### config.mk
export PLATFORM = sky130hd
export DESIGN_NAME = cache_line_fill_fsm
export DESIGN_NICKNAME = d
export VERILOG_FILES = /design/src/rtl/cache_line_fill_fsm_pkg.sv /design/src/rtl/cache_line_fill_fsm_fill_counter.sv /design/src/rtl/cache_line_fill_fsm.sv
export SDC_FILE = /design/constraint.sdc
export NUM_CORES = 1
export LEC_CHECK = 0
export BUFFER_PORTS_ARGS = -buffer_cell sky130_fd_sc_hd__buf_2
export CAP_MARGIN = 30
export CORE_MARGIN = 2
export CORE_UTILIZATION = 39
export DETAILED_ROUTE_END_ITERATION = 7
export PLACE_DENSITY = 0.71
export RECOVER_POWER = 25
export SLEW_MARGIN = 20
export SYNTH_ARGS = -nofsm -noshare
export SYNTH_HDL_FRONTEND = slang
export SYNTH_HIERARCHICAL = 1
export SYNTH_SLANG_ARGS = --single-unit
### constraint.sdc
create_clock -name clk -period 1.5 [get_ports clk]
set_input_delay 0.225 -clock clk [delete_from_list [all_inputs] [get_ports clk]]
set_output_delay 0.225 -clock clk [all_outputs]
set_load 0.02 [all_outputs]
### src/rtl/cache_line_fill_fsm_pkg.sv
// Shared cache definitions: fill FSM state encoding, default geometry and
// address helpers used by the fill controller and the tag/data arrays.
package cache_line_fill_fsm_pkg;

  localparam int DEF_ADDR_W = 16;
  localparam int DEF_DATA_W = 16;
  localparam int DEF_WORDS  = 8;

  typedef enum logic [1:0] {
    IDLE  = 2'd0,
    ISSUE = 2'd1,
    DRAIN = 2'd2
  } fill_state_t;

  // Ceiling log2; returns 0 for values of 0 or 1.
  function automatic int clog2(input int unsigned value);
    int result;
    result = 0;
    for (int i = 0; i < 32; i++) begin
      if ((64'd1 << i) < 64'(value)) result = i + 1;
    end
    return result;
  endfunction

  function automatic logic [63:0] line_align(input logic [63:0] addr, input int off_w);
    return addr & ~((64'd1 << off_w) - 64'd1);
  endfunction

endpackage

### src/rtl/cache_line_fill_fsm_fill_counter.sv
// Up-counter with synchronous clear (priority over enable) and a flag that is
// high while the count equals TERM.
module cache_line_fill_fsm_fill_counter #(
  parameter int W    = 3,
  parameter int TERM = 7
) (
  input  logic         clk,
  input  logic         rst,
  input  logic         clr,
  input  logic         en,
  output logic [W-1:0] count,
  output logic         tc
);

  // NOTE: clocked state uses non-blocking assignments so every flop samples
  // pre-edge values regardless of process evaluation order.
  always_ff @(posedge clk or posedge rst) begin
    if (rst) begin
      count <= '0;
    end else if (clr) begin
      count <= '0;
    end else if (en) begin
      count <= count + W'(1);
    end
  end

  assign tc = (count == W'(TERM));

endmodule

### src/rtl/cache_line_fill_fsm.sv
// Cache line-fill controller: issues a burst of WORDS reads for a missing line,
// streams returned words into the data array and writes the tag on the last one.
module cache_line_fill_fsm
  import cache_line_fill_fsm_pkg::*;
#(
  parameter int  ADDR_W  = DEF_ADDR_W,
  parameter int  DATA_W  = DEF_DATA_W,
  parameter int  WORDS   = DEF_WORDS,
  parameter int  TIMEOUT = 64,
  localparam int IDX_W   = clog2(WORDS)
) (
  input  logic              clk,
  input  logic              rst,
  input  logic              miss_detected,
  input  logic [ADDR_W-1:0] miss_address,
  input  logic              mem_data_valid,
  input  logic [DATA_W-1:0] mem_data,
  output logic              fsm_busy,
  output logic              mem_en,
  output logic [ADDR_W-1:0] mem_addr,
  output logic              write_data_array,
  output logic [IDX_W-1:0]  fill_word_idx,
  output logic [DATA_W-1:0] fill_data,
  output logic              write_tag_array,
  output logic [ADDR_W-1:0] line_base,
  output logic              done,
  output logic              timeout_err
);

  localparam int BPW   = DATA_W / 8;
  localparam int OFF_W = clog2(WORDS * BPW);
  localparam bit TO_EN = (TIMEOUT > 0);
  // The gap counter reads 0 in the first cycle after a return, so TIMEOUT
  // elapsed cycles correspond to a count of TIMEOUT-1.
  localparam int TO_W    = (TIMEOUT > 1) ? clog2(TIMEOUT) : 1;
  localparam int TO_TERM = TO_EN ? TIMEOUT - 1 : 0;

  fill_state_t      state, state_next;
  logic [IDX_W-1:0] issue_count, ret_count;
  logic [TO_W-1:0]  to_count_unused;
  logic             issue_last, ret_last, to_expired;
  logic             busy, accept, ret_fire, fill_end, timeout_hit, cnt_clr;

  assign busy     = (state != IDLE);
  assign accept   = (state == IDLE) && miss_detected;
  assign ret_fire = busy && mem_data_valid;
  assign fill_end = ret_fire && ret_last;
  // A word arriving in the expiry cycle is still on time.
  assign timeout_hit = TO_EN && busy && to_expired && !mem_data_valid;
  // Counters sit at zero whenever the controller is (or is about to be) idle.
  assign cnt_clr = (state_next == IDLE);

  always_ff @(posedge clk or posedge rst) begin
    if (rst) begin
      state     <= IDLE;
      line_base <= '0;
    end else begin
      state <= state_next;
      if (accept) line_base <= ADDR_W'(line_align(64'(miss_address), OFF_W));
    end
  end

  // NOTE: every output and next-state signal gets a default before the case,
  // otherwise an unassigned path infers a latch.
  always_comb begin
    state_next       = state;
    fsm_busy         = busy;
    mem_en           = 1'b0;
    mem_addr         = '0;
    write_data_array = ret_fire;
    fill_word_idx    = '0;
    fill_data        = mem_data;
    write_tag_array  = fill_end;
    done             = fill_end;
    timeout_err      = timeout_hit;

    case (state)
      IDLE: begin
        if (miss_detected) state_next = ISSUE;
      end
      ISSUE: begin
        mem_en        = 1'b1;
        mem_addr      = line_base + ADDR_W'(issue_count) * ADDR_W'(BPW);
        fill_word_idx = ret_count;
        if (fill_end || timeout_hit) state_next = IDLE;
        else if (issue_last)         state_next = DRAIN;
      end
      DRAIN: begin
        fill_word_idx = ret_count;
        if (fill_end || timeout_hit) state_next = IDLE;
      end
      default: state_next = IDLE;
    endcase
  end

  cache_line_fill_fsm_fill_counter #(.W(IDX_W), .TERM(WORDS - 1)) issue_cnt (
    .clk   (clk),
    .rst   (rst),
    .clr   (cnt_clr),
    .en    (state == ISSUE),
    .count (issue_count),
    .tc    (issue_last)
  );

  cache_line_fill_fsm_fill_counter #(.W(IDX_W), .TERM(WORDS - 1)) ret_cnt (
    .clk   (clk),
    .rst   (rst),
    .clr   (cnt_clr),
    .en    (ret_fire),
    .count (ret_count),
    .tc    (ret_last)
  );

  cache_line_fill_fsm_fill_counter #(.W(TO_W), .TERM(TO_TERM)) to_cnt (
    .clk   (clk),
    .rst   (rst),
    .clr   (cnt_clr || ret_fire),
    .en    (busy && TO_EN),
    .count (to_count_unused),
    .tc    (to_expired)
  );

endmodule

==> results.md <==
- Status: finished, violations left
- Failing checks: setup timing
- Max clock buf depth: 2
- Final hold vios: 0
- Static Leakage: 0.00129 uW
- Hpwl dp: 2380 um
- Slew Limit Headroom: 63.3%
- # clock sinks: 26
- Iter 0 DRT Violations: 24
- Post-DRT Antenna Nets: 0
- H-tree depth: 1
- Max_cap viols: 0
- # rows: 23
- Crit-path most repeated cell: buf_6
- WL/cell: 14.0 um
- TritonRoute pass-1 iters: 3
- Fill count: 285
- Setup violators final: 33
- Register area share after synthesis: 40.5%
- Crit path largest cell delay: 0.41 ns
- Area of the die: 0.00465 mm2
- Slowest cell on crit path: dfrtp_1
- Crit. End Element: output port
- Slew Limit Fails: 0
- Total CTS buffers: 3
- Via density per instance: 4.63
- Worst-case reg-to-reg path depth: 6
- Top-area cell type share of the netlist area: 40.5%
- Initial core utilization: 40.5%
- Final period utilization: 112%
- GRT overflow: 0
- Placed instance count: 255
- CTS tree: built
- Cell count after synthesis: 151
- Worst-path fanout max: 8
- Largest net degree at the start of global routing: 18
- Pwr/cell area: 2010 mW/mm2
- FF+latch count, synth: 26
- # diodes: 0
- WHS: 0.175 ns
- Initial antenna violation count: 0
- Setup Skew: 0.00136 ns
- WP data arrival: 1.45 ns
- Peak Freq: 0.598 GHz
- Synthesis-to-layout area growth: 60.8%
- Die width: 68.2 um
- Register Area: 651 um2
- Primary FF master, synth: dfrtp_1
- Netlist cell types: 30
- WL final: 3900 um
- Post-synth EDFFs: 0
- CP Buf/Inv Count: 3
- DRC: 0
- Hold Path Class: input port to flop
- First-pass GRT wire length: 5200 um
- Flop2flop setup slack: -0.16 ns
- Total track usage: 14.9%
- Worst path required time: 1.27 ns
- I/O pins: 93
- Hold EP: line_base[9]$_DFFE_PP0P_
- Hold path start: miss_address[9]
- Die Span Y: 68.2 um
- Reg clk slew, reported paths: 0.09 ns
- Vias: 1291
- Synthesis Warnings: 6
- Slew @ Worst Pin: 0.550 ns
- Yosys top cell by area: dfrtp_1
- RSZ-0062 raised after global routing: true
- Area used by multi-input combinational logic: 953 um2
- Critical path's top delay family: buffers and inverters
- Clock latency on the worst-skew pair: 0.27 ns
- Clk root buf: clkbuf_8
- FF-to-FF Start: ret_cnt/count[0]$_DFFE_PP0P_
- Peak VDD IR: 1200 uV
- Startpoint types: flop
- Core box area: 0.00397 mm2
- Layout Nets: 275
- Fraction of layout cells with a size suffix above 1: 69.0%
- Sum Neg Setup Slack: -3.98 ns
- Hold Crit Depth: 2
- Min cycle time layout: 1.67 ns
- Post-Syn Area: 0.00161 mm2
- Critical path class: flop to output port
- Vias in the first global route: 1178
- Power Total: 5200 uW
- Post-route setup slack: -0.173 ns
- Non-filler instance count after layout: 279
- Gp weighted congestion: 0.708
- Setup WS pre-CTS: -0.216 ns
- Ranking of synthesized cells by area: dfrtp_1, buf_4, mux2_4, and2_1, ha_1
- Syn Area/Cell: 10.6 um2
- Async S/R FF share, synth: 100%
- FF-to-FF End: to_cnt/count[5]$_DFFE_PP0P_
- Port Buf Inserts: 51
- Critical-path cell list: buf_6, ha_4, clkbuf_16, and2_4, buf_6
[cell usage in the layout (no fill, tap or decap), drive strengths merged, types with 2 or more instances in the layout]
cell     n
nor3     3
mux2    13
buf     91
nand4    2
and2    19
xnor2    3
nand2    4
clkbuf   6
conb     5
a21oi    4
mux2i    5
xor2     3
dfrtp   26
o21a     2
o21ai    5
ha       9
nor2    13
inv      7
[state kept, by name, summed over array words and instances (netlist names)]
signal           cells
line_base           12
issue_cnt/count      3
to_cnt/count         6
state                2
ret_cnt/count        3
[synth_stat cells (2+ instances only)]
| cell | instances |
|---|---|
| mux2_4 | 11 |
| nor3_1 | 3 |
| xnor2_1 | 3 |
| o21a_1 | 2 |
| xor2_1 | 3 |
| mux2_2 | 2 |
| ha_1 | 9 |
| a21oi_1 | 3 |
| inv_1 | 8 |
| and2_1 | 19 |
| mux2i_1 | 5 |
| dfrtp_1 | 26 |
| nor2_1 | 13 |
| buf_4 | 22 |
| o21ai_0 | 5 |
| nand2_1 | 3 |
[how the worst max path moves through the flow]
stage / startpoint / end / slack (ns) / cells past startpoint
final: state[0]$_DFF_PP0_ / mem_addr[4] / -0.17 / 5
after global routing: ret_cnt/count[0]$_DFFE_PP0P_ / to_cnt/count[5]$_DFFE_PP0P_ / -0.25 / 6
after CTS: ret_cnt/count[1]$_DFFE_PP0P_ / to_cnt/count[5]$_DFFE_PP0P_ / -0.18 / 6
after detailed placement: ret_cnt/count[0]$_DFFE_PP0P_ / to_cnt/count[5]$_DFFE_PP0P_ / -0.22 / 6
after global placement: ret_cnt/count[0]$_DFFE_PP0P_ / to_cnt/count[5]$_DFFE_PP0P_ / -0.16 / 6
after floorplan: state[0]$_DFF_PP0_ / to_cnt/count[5]$_DFFE_PP0P_ / -0.1 / 6
[worst register-to-register path, cell delays in order (launching register included)]
cell and delay (ns):
dfrtp_1 0.40, ha_2 0.20, ha_4 0.16, mux2_4 0.29
a21oi_4 0.17, o211ai_1 0.20, a21oi_1 0.17
[area by class of cell]
type                            count  share of cell area, %
Clock buffer                        4                   2.13
Tap cell                           50                   2.42
Sequential cell                    26                   25.2
Inverter                            8                   1.40
Multi-Input combinational cell     97                   36.9
Timing Repair Buffer               94                   32.0
[per-stage QoR]
stage | utilization [%] | instance area, um2
5_1_grt | 65.1 | 2580
3_3_place_gp | 49.8 | 1980
6_report | 65.1 | 2580
3_5_place_dp | 49.8 | 1980
4_1_cts | 56.8 | 2260
2_1_floorplan | - | 1660
[where the power goes]
| group | leakage [uW] | switching, uW | internal [uW] | total, uW |
|---|---|---|---|---|
| sequential | 0.000330 | 193 | 946 | 1140 |
| combinational | 0.000929 | 1590 | 2020 | 3600 |
| clock | 0.0000288 | 223 | 235 | 458 |
| total | 0.00129 | 2000 | 3200 | 5200 |
[repair_timing]
action / 4_1_cts / 5_1_grt
setup buffers: 9 / 8
resized for setup: 42 / 61
setup endpoints to repair: 37 / 40
hold buffers: 1 / 0
hold endpoints to repair: 12 / 0
pin swaps: 10 / 9
gates cloned: 0 / 2
[per-layer routing]
metal	GRT usage [%]	vias up	routed length, um
li1	-	629	-
met1	17.0	603	1520
met2	26.2	54	2020
met3	4.61	5	316
met4	5.25	0	43
met5	0	-	0
[cells by family (layout without fill, tap and decap cells)]
group / Yosys count / after routing / share of synthesized area, %
simple gates: 46 / 46 / 15.7
buf+inv: 32 / 106 / 13.1
flops: 26 / 26 / 40.5
mux: 18 / 18 / 14.8
compound gates: 13 / 13 / 5.37
fa+ha+maj: 9 / 9 / 7.01
xor+xnor: 6 / 6 / 3.27
other cells: 1 / 5 / 0.233
(Power assumes the default switching activity.)
